`src/rtl/approx_div_pkg.sv`:
```
// Shared types and default sizing for the iterative approximate restoring divider.
package approx_div_pkg;

   typedef enum logic [1:0] {
      IDLE = 2'd0,
      BUSY = 2'd1,
      DONE = 2'd2
   } state_t;

   localparam int DEF_N           = 8;
   localparam int DEF_APPROX_ROWS = 6;

endpackage

```
`src/rtl/approx_div_row.sv`:
```
// One combinational divider row: N-cell ripple-borrow subtractor, with an
// approximate cell variant (diff = x, bout = ~y) selected by `approx`.
module approx_div_row
   import approx_div_pkg::*;
#(
   parameter int N = DEF_N
) (
   input  logic [N-1:0] x,
   input  logic         t,
   input  logic [N-1:0] d,
   input  logic         approx,
   output logic         q_bit,
   output logic [N-1:0] r_next
);

   logic [N:0]   borrow;
   logic [N-1:0] diff;

   always_comb begin
      borrow = '0;
      diff   = '0;
      for (int i = 0; i < N; i++) begin
         if (approx) begin
            diff[i]       = x[i];
            borrow[i+1]   = ~d[i];
         end else begin
            diff[i]       = x[i] ^ d[i] ^ borrow[i];
            borrow[i+1]   = (~x[i] & d[i]) | (~(x[i] ^ d[i]) & borrow[i]);
         end
      end
      // A set carried-out MSB (t) means the partial remainder already exceeds d.
      q_bit  = t | ~borrow[N];
      r_next = q_bit ? diff : x;
   end

endmodule

```
`src/rtl/approx_div_iter.sv`:
```
// Iterative restoring divider, one quotient row per clock, low rows approximate.
// Optional APPROX_DIV_MODE_EN adds exact_mode to force all rows exact per operation.
module approx_div_iter
   import approx_div_pkg::*;
#(
   parameter int N           = DEF_N,
   parameter int APPROX_ROWS = DEF_APPROX_ROWS
) (
   input  logic           clk,
   input  logic           rst_n,
   input  logic           in_valid,
   output logic           in_ready,
   input  logic [2*N-1:0] n,
   input  logic [N-1:0]   d,
`ifdef APPROX_DIV_MODE_EN
   input  logic           exact_mode,
`endif
   output logic           out_valid,
   input  logic           out_ready,
   output logic [N-1:0]   q,
   output logic [N-1:0]   r,
   output logic           busy
);

   localparam int JW = (N > 1) ? $clog2(N) : 1;

   state_t         state_q, state_d;
   logic [N-1:0]   n_lo_q, n_lo_d;
   logic [N-1:0]   d_q, d_d;
   logic [N-1:0]   r_q, r_d;
   logic [N-1:0]   q_q, q_d;
   logic [JW-1:0]  j_q, j_d;
   logic           approx;
   logic           row_q_bit;
   logic [N-1:0]   row_r;
   logic [N-1:0]   x;

`ifdef APPROX_DIV_MODE_EN
   logic           exact_q, exact_d;
   assign approx = (int'(j_q) < APPROX_ROWS) & ~exact_q;
`else
   assign approx = (int'(j_q) < APPROX_ROWS);
`endif

   assign x = {r_q[N-2:0], n_lo_q[j_q]};

   approx_div_row #(.N(N)) u_row (
      .x      (x),
      .t      (r_q[N-1]),
      .d      (d_q),
      .approx (approx),
      .q_bit  (row_q_bit),
      .r_next (row_r)
   );

   always_comb begin
      state_d = state_q;
      n_lo_d  = n_lo_q;
      d_d     = d_q;
      r_d     = r_q;
      q_d     = q_q;
      j_d     = j_q;
`ifdef APPROX_DIV_MODE_EN
      exact_d = exact_q;
`endif
      case (state_q)
         IDLE: begin
            if (in_valid) begin
               state_d = BUSY;
               n_lo_d  = n[N-1:0];
               d_d     = d;
               r_d     = n[2*N-1:N];
               q_d     = '0;
               j_d     = JW'(N - 1);
`ifdef APPROX_DIV_MODE_EN
               exact_d = exact_mode;
`endif
            end
         end
         BUSY: begin
            q_d[j_q] = row_q_bit;
            r_d      = row_r;
            if (j_q == '0) state_d = DONE;
            else           j_d     = j_q - 1'b1;
         end
         DONE: begin
            if (out_ready) state_d = IDLE;
         end
         default: state_d = IDLE;
      endcase
   end

   always_ff @(posedge clk or negedge rst_n) begin
      if (!rst_n) begin
         state_q <= IDLE;
         n_lo_q  <= '0;
         d_q     <= '0;
         r_q     <= '0;
         q_q     <= '0;
         j_q     <= '0;
`ifdef APPROX_DIV_MODE_EN
         exact_q <= 1'b0;
`endif
      end else begin
         state_q <= state_d;
         n_lo_q  <= n_lo_d;
         d_q     <= d_d;
         r_q     <= r_d;
         q_q     <= q_d;
         j_q     <= j_d;
`ifdef APPROX_DIV_MODE_EN
         exact_q <= exact_d;
`endif
      end
   end

   assign in_ready  = (state_q == IDLE);
   assign out_valid = (state_q == DONE);
   assign busy      = (state_q == BUSY);
   assign q         = q_q;
   assign r         = r_q;

endmodule

```
`config.mk`:
```
export PLATFORM = sky130hd
export DESIGN_NAME = approx_div_iter
export DESIGN_NICKNAME = d
export VERILOG_FILES = /design/src/rtl/approx_div_pkg.sv /design/src/rtl/approx_div_row.sv /design/src/rtl/approx_div_iter.sv
export SDC_FILE = /design/constraint.sdc
export NUM_CORES = 1
export LEC_CHECK = 0
export CORE_MARGIN = 2
export CORE_UTILIZATION = 46
export DETAILED_ROUTE_END_ITERATION = 7
export GPL_ROUTABILITY_DRIVEN = 0
export HOLD_SLACK_MARGIN = 0.1
export PLACE_DENSITY_LB_ADDON = 0.2
export SYNTH_ARGS = -nofsm -noshare
export SYNTH_HDL_FRONTEND = slang
export SYNTH_HIERARCHICAL = 1
export SYNTH_SLANG_ARGS = --single-unit
```
`constraint.sdc`:
```
create_clock -name clk -period 5.5 [get_ports clk]
set_clock_uncertainty 0.2 [all_clocks]
set_input_delay 1.1 -clock clk [delete_from_list [all_inputs] [get_ports clk]]
set_output_delay 1.1 -clock clk [all_outputs]
set_load 0.1 [all_outputs]
```
# Word level (Yosys, flattened, before mapping)
# Cells that the tools add are included.
# op_classes
addsub,1
n_lt_le_gt_ge,3
eq_ne,6
mux,33
n_bitwise,62
n_reduce_logical,8
# op_table
operator,count
8-bit one-hot mux with 2 select lines,2
8-bit two-way mux,3
1-bit inverter,24
1-bit two-way mux,18
1-bit bitwise AND,15
1-bit XOR,15
8-bit bitwise mux,1
1-bit OR,8
2-bit two-way mux,3
3-bit two-way mux,2
2-bit one-hot mux with 3 select lines,1
3-bit one-hot mux with 2 select lines,1
3-bit AND reduction,2
3-bit by 4-bit less-than comparator with 1-bit output (second input constant),1
2-bit by 1-bit != test with 1-bit output (second input constant),2
2-bit != test (second input constant),2
2-bit AND reduction,2
1-bit binary-select mux with 3-bit select,1
1-bit demux with 3-bit select,1
3-bit by 1-bit >= comparator with 1-bit output (second input constant),1
3-bit zero test,1
3-bit less-than comparator (second input constant),1
3-bit by 1-bit subtractor with 3-bit output (second input constant),1
2-bit by 1-bit equality test with 1-bit output (second input constant),1
4 further kinds,4
# totals
reg_bits,37
out_inout_bits,19
elab_cells,119

# Longest topological paths before layout
# logic_depth
ltp_word,30
ltp_mapped,31
mapped_depth_nobuf,30

# Cells and area by module
# The synthesis kept the hierarchy.
# modules_own_cells
module,n_inst,cells_per_inst,area_per_inst_um2,seq_area_each_um2
approx_div_iter,1,153,1798.0,925.9
approx_div_row,1,43,387.9,0.0

# Least setup slack after synthesis
# No wires, ideal clock.
# synth_path
kind,reg-to-reg
startpoint,reg j_q[0]
endpoint,reg r_q[1] (netlist: r[1])
setup_ns,0.083
t_arrival_ns,5.290
slack_ns,-0.073
path_stages_with_launch,32
path_buffers,1
period_less_slack_ns,5.573
path_cell_list,dfrtp_1 buf_2 mux2i_1 a211oi_1 a211o_1 inv_1 ha_1 inv_1 mux2i_1 fa_1 inv_1 mux2i_1 fa_1 inv_1 mux2i_1 fa_1 inv_1 mux2i_1 fa_1 inv_1 mux2i_1 fa_1 nor2_1 a21oi_1 fa_1 nor2_1 a21oi_1 fa_1 a21oi_4 mux2i_1 a22oi_1 o21ai_0
# synth_via
elab_chain_len,30
elab_cells_between_ends,33
cone_classes,order compare (1); mux (13); bitwise (19)
# synth_lines
item,line_no,source
"start, declared",approx_div_iter.sv:32,"logic [JW-1:0] j_q, j_d;"
"start signal, assigned",approx_div_iter.sv:110,j_q <= j_d;
1-bit binary-select mux with 3-bit select (*),approx_div_iter.sv:45,"assign x = {r_q[N-2:0], n_lo_q[j_q]};"
1-bit two-way mux (not written as such) (*),approx_div_iter.sv:45,
net x[0],approx_div_iter.sv:36,logic [N-1:0] x;
1-bit inverter (*),approx_div_row.sv:28,borrow[i+1] = (~x[i] & d[i]) | (~(x[i] ^ d[i]) & borrow[i]);
1-bit bitwise AND (*),approx_div_row.sv:28,
1-bit two-way mux (*),approx_div_row.sv:23,if (approx) begin
1-bit bitwise AND,approx_div_row.sv:28,
1-bit OR,approx_div_row.sv:28,
(+16 left out),-,
1-bit bitwise AND,approx_div_row.sv:28,
1-bit OR,approx_div_row.sv:28,
1-bit two-way mux,approx_div_row.sv:23,
1-bit inverter,approx_div_row.sv:32,q_bit = t | ~borrow[N];
1-bit OR,approx_div_row.sv:32,
8-bit two-way mux (*),approx_div_row.sv:33,r_next = q_bit ? diff : x;
net row_r[1],approx_div_iter.sv:35,logic [N-1:0] row_r;
8-bit one-hot mux with 2 select lines (*),approx_div_iter.sv:66,case (state_q)
"end signal, assigned",approx_div_iter.sv:108,r_q <= r_d;
"end, declared",approx_div_iter.sv:30,"logic [N-1:0] r_q, r_d;"
# Mark *: on every way through the listed nets, which the timed path passes. The rest lies on a longest branch. The select of a mux whose other input is x is not followed.
# A chain may end at the register's enable or synchronous reset.

# Final worst setup path
# layout_path
startpoint,reg j_q[0]
endpoint,reg r_q[7] (netlist: r[7])
# layout_via
elab_chain_len,30
elab_cells_between_ends,33
cone_classes,order compare (1); mux (13); bitwise (19)
# layout_lines
item,line_no
1-bit binary-select mux with 3-bit select (*),approx_div_iter.sv:45
1-bit two-way mux (not written as such) (*),approx_div_iter.sv:45
net x[0],approx_div_iter.sv:36
1-bit inverter (*),approx_div_row.sv:28
1-bit bitwise AND (*),approx_div_row.sv:28
1-bit two-way mux (*),approx_div_row.sv:23
1-bit bitwise AND (*),approx_div_row.sv:28
1-bit OR (*),approx_div_row.sv:28
(+16 left out),-
1-bit bitwise AND,approx_div_row.sv:28
1-bit OR,approx_div_row.sv:28
1-bit two-way mux,approx_div_row.sv:23
1-bit inverter,approx_div_row.sv:32
1-bit OR,approx_div_row.sv:32
8-bit two-way mux (*),approx_div_row.sv:33
net row_r[7],approx_div_iter.sv:35
8-bit one-hot mux with 2 select lines (*),approx_div_iter.sv:66
# Marked as above.

==> flow_summary.html <==
<table>
<tr><th>Metric</th><th>Value</th></tr>
<tr><th colspan="2">Logic synthesis</th></tr>
<tr><td>Top FF cell, synth</td><td>dfrtp_1</td></tr>
<tr><td>Share of synthesized area occupied by flip-flops and latches</td><td>0.424</td></tr>
<tr><td>Fraction of registers with async set/reset</td><td>1.00</td></tr>
<tr><td>Synthesized instance count</td><td>196</td></tr>
<tr><td>Top cell type by total area after synthesis</td><td>dfrtp_1</td></tr>
<tr><td>Fraction of the mapped netlist area in simple logic gates</td><td>0.0973</td></tr>
<tr><td>Post-Syn Nets</td><td>234</td></tr>
<tr><td>Compound-cell area share of the yosys netlist</td><td>0.107</td></tr>
<tr><td>Syn Std Cell Area</td><td>2190 µm²</td></tr>
<tr><td>Dominant combinational cell family by area after synthesis</td><td>multiplexers</td></tr>
<tr><td>EDFF count, synth</td><td>0</td></tr>
<tr><td>List of most frequent post-synthesis cells</td><td>37 x dfrtp_1, 24 x mux2_2, 18 x inv_1, 18 x mux2i_1, 12 x buf_4</td></tr>
<tr><td>Distinct cells, synth</td><td>33</td></tr>
<tr><td>Yosys synthesis warning count</td><td>6</td></tr>
<tr><td>Adder-cell share of the synthesized area</td><td>0.0813</td></tr>
<tr><td>Post-synth top area share</td><td>0.424</td></tr>
<tr><td>Most instantiated library cell after synthesis</td><td>dfrtp_1</td></tr>
<tr><td>Synthesized area divided by synthesized cell count</td><td>11.2 µm²</td></tr>
<tr><td>Flops &amp; latches, synth</td><td>37</td></tr>
<tr><td>Xor/xnor share of the synthesized area</td><td>0</td></tr>
<tr><td>Mux contribution to synthesized area</td><td>0.206</td></tr>
<tr><td>Largest cells by area after synthesis</td><td>dfrtp_1 42%, mux2_2 12%, mux2i_1 8.2%</td></tr>
<tr><th colspan="2">Final layout</th></tr>
<tr><td>Relative area change from synthesis to final layout</td><td>35.1%</td></tr>
<tr><td>Fin area</td><td>2950 µm²</td></tr>
<tr><td>Count of placed standard cells in the final layout, fillers left out</td><td>305</td></tr>
<tr><td>Final layout net count</td><td>288</td></tr>
<tr><td>Diode count</td><td>0</td></tr>
<tr><td>Fill cell total of the finished layout</td><td>397</td></tr>
<tr><td>Share of layout cells above drive strength 1</td><td>0.351</td></tr>
<tr><th colspan="2">Die</th></tr>
<tr><td>DIE HEIGHT</td><td>72.9 µm</td></tr>
<tr><td>Effective utilization at floorplan</td><td>0.469</td></tr>
<tr><td>Total Die Area</td><td>5320 µm²</td></tr>
<tr><td>X dimension of the die</td><td>72.9 µm</td></tr>
<tr><td>Number of ports placed on the die boundary</td><td>47</td></tr>
<tr><td>Number of placement rows</td><td>25</td></tr>
<tr><td>Std-Cell Core Area</td><td>4660 µm²</td></tr>
<tr><th colspan="2">Clocking</th></tr>
<tr><td>CTS tree</td><td>built</td></tr>
<tr><td>Clock-pin slew on the worst setup and hold paths</td><td>0.08 ns</td></tr>
<tr><td>Maximum clock path buffer count</td><td>2</td></tr>
<tr><td>Clock buffers created by TritonCTS</td><td>5</td></tr>
<tr><td>Root Driver</td><td>clkbuf_8</td></tr>
<tr><td>H-tree depth</td><td>2</td></tr>
<tr><td>Sink Count</td><td>37</td></tr>
<tr><td>Clock insertion delay at the later pin of the skew report</td><td>0.29 ns</td></tr>
<tr><th colspan="2">GRT</th></tr>
<tr><td>Maximum number of pins on one net before global-route repair</td><td>38</td></tr>
<tr><td>Overflow after GRT</td><td>0</td></tr>
<tr><td>Overall track demand over capacity in global routing</td><td>0.201</td></tr>
<tr><td>Global-route wire length before repair</td><td>8130 µm</td></tr>
<tr><td>Via count of the first global-routing pass</td><td>1707</td></tr>
<tr><td>Initial antenna violation count</td><td>0</td></tr>
<tr><th colspan="2">STA</th></tr>
<tr><td>Final-report setup violation count</td><td>12</td></tr>
<tr><td>Final-report hold violation count</td><td>0</td></tr>
<tr><td>Final critical-path setup slack</td><td>-0.134 ns</td></tr>
<tr><td>Highest clock rate</td><td>178 MHz</td></tr>
<tr><td>Max_slew headroom</td><td>0.347</td></tr>
<tr><td>Summed negative setup slack over all endpoints</td><td>-0.890 ns</td></tr>
<tr><td>Final Slew Violations</td><td>0</td></tr>
<tr><td>Period minus WS final</td><td>5.63 ns</td></tr>
<tr><td>Transition time at the pin with the least slew margin</td><td>0.976 ns</td></tr>
<tr><td>Unrepaired setup endpoints after global routing</td><td>yes</td></tr>
<tr><td>Final period util</td><td>1.02</td></tr>
<tr><th colspan="2">Outcome</th></tr>
<tr><td>Status</td><td>complete, but fails checks</td></tr>
<tr><td>Violated checks</td><td>setup timing</td></tr>
<tr><th colspan="2">Drt</th></tr>
<tr><td>Remaining antenna violation count</td><td>0</td></tr>
<tr><td>Post-route DRC</td><td>0</td></tr>
<tr><td>Detail-routed via count per cell</td><td>5.30</td></tr>
<tr><td>Initial DRT Pass Iterations</td><td>4</td></tr>
<tr><td>Detailed Route WL</td><td>4850 µm</td></tr>
<tr><td>Number of DRC violations after detailed-routing iteration 0</td><td>114</td></tr>
<tr><td>Final routed wire length divided by cell count</td><td>15.9 µm</td></tr>
<tr><td>Via Count</td><td>1618</td></tr>
<tr><th colspan="2">Setup path</th></tr>
<tr><td>Worst path arrival time</td><td>5.65 ns</td></tr>
<tr><td>CP most frequent cell</td><td>fa_2</td></tr>
<tr><td>Peak fanout along the critical path</td><td>5</td></tr>
<tr><td>Path type of the worst setup path</td><td>reg -&gt; reg</td></tr>
<tr><td>R2r worst-path depth</td><td>31</td></tr>
<tr><td>Slowest CP cell</td><td>dfrtp_1</td></tr>
<tr><td>Required time worst endpoint</td><td>5.52 ns</td></tr>
<tr><td>Critical path's largest stage delay</td><td>0.42 ns</td></tr>
<tr><td>Kind of capture point of the worst setup path</td><td>register</td></tr>
<tr><td>Launching element type of the critical path</td><td>register</td></tr>
<tr><th colspan="2">Placement</th></tr>
<tr><td>Post-DP HPWL</td><td>3270 µm</td></tr>
<tr><td>Post-Place Setup Slack</td><td>-0.343 ns</td></tr>
<tr><td>Port Buf Inserts</td><td>46</td></tr>
<tr><td>Cell count after placement</td><td>293</td></tr>
<tr><td>Cell area after placement</td><td>2710 µm²</td></tr>
<tr><th colspan="2">Run</th></tr>
<tr><td>Max-cap violation count</td><td>0</td></tr>
<tr><th colspan="2">Worst hold path</th></tr>
<tr><td>Worst min-delay path class</td><td>reg -&gt; reg</td></tr>
<tr><td>WHS Path Cells</td><td>2</td></tr>
</table>
-- layout make-up --
class                   instances  area [µm²]  share of cell area
clock buffers                   5        68.8              0.0233
clock inverters                 3        17.5             0.00593
inverters                      19        71.3              0.0242
multi-input cells             123        1190               0.404
flip-flops and latches         37         928               0.314
well taps                      54        67.6              0.0229
repair buffers                 64         607               0.206
-- logic make-up (layout without fill, tap and decap cells) --
| logic type | after synthesis | count (layout) |
|---|---|---|
| simple gates | 39 | 39 |
| flops | 37 | 37 |
| fa+ha+maj | 10 | 10 |
| mux | 42 | 42 |
| buf+inv | 36 | 91 |
| compound gates | 32 | 32 |
-- stage by stage --
| step | hold slack (ns) | utilization |
|---|---|---|
| 2_1_floorplan | 0.273 | - |
| 3_3_place_gp | 0.289 | 0.581 |
| 3_5_place_dp | 0.294 | 0.581 |
| 4_1_cts | 0.311 | 0.615 |
| 5_1_grt | 0.338 | 0.634 |
| 6_report | 0.310 | 0.634 |
-- timing repair --
item                       in CTS  in global routing
resized for setup              17                 29
pin swaps                      11                 13
setup endpoints to repair      16                 16
hold buffers                    0                  0
setup buffers                   4                  1
-- metal layers --
layer | GRT usage | up-vias | routed length [µm]
met3 | 0.0497 | 4 | 195
met1 | 0.286 | 802 | 2370
met5 | 0 | - | 0
met4 | 0.0658 | 0 | 39
met2 | 0.303 | 34 | 2250
li1 | - | 778 | -
-- flip-flops by register name, indices dropped and copies added (netlist names) --
name,flops
d_q,8
j_q,3
n_lo_q,8
q,8
r,8
state_q,2
-- cells in the final DEF (no fill, tap or decap), types with 2 or more instances in the layout --
cell type        count
clkdlybuf4s50_1     46
dfrtp_1             35
mux2_2              18
buf_4               15
inv_1               11
nand2_1             11
mux2i_1             11
inv_2                8
o21ai_1              8
mux2i_2              7
fa_2                 7
nor2b_1              6
a22oi_1              6
mux2_4               6
clkbuf_8             5
nand2b_1             4
a21oi_1              4
nor3_1               4
buf_6                3
nor2_1               2
and3b_1              2
nor4_1               2
a22o_1               2
ha_1                 2
clkinv_2             2
dfrtp_2              2
a21oi_2              2
-- path summary, 6_finish.rpt --
check,from,to,slack (ns)
worst min register to register,r[0],r[0],0.31
worst max-delay path,j_q[0],r[7],-0.13
max in group asynchronous,rst_n,j_q[1],3.70
worst min-delay path,r[0],r[0],0.31
worst max register to register,j_q[0],r[7],-0.13
min in group asynchronous,rst_n,r[3],1.03
-- critical path, delay by kind of cell (launching register included) --
kind / cells / cell delay, ns
adder cells (fa/ha/maj): 8 / 2.65
AO/OA/AOI/OAI: 7 / 0.89
multiplexers: 7 / 0.70
buffers and inverters: 7 / 0.51
flip-flops: 1 / 0.42
AND/OR/NAND/NOR: 2 / 0.21
Power is left out: the tool's default activity adds up to more than one toggle a clock period on the data nets, which glitch-free logic cannot reach.
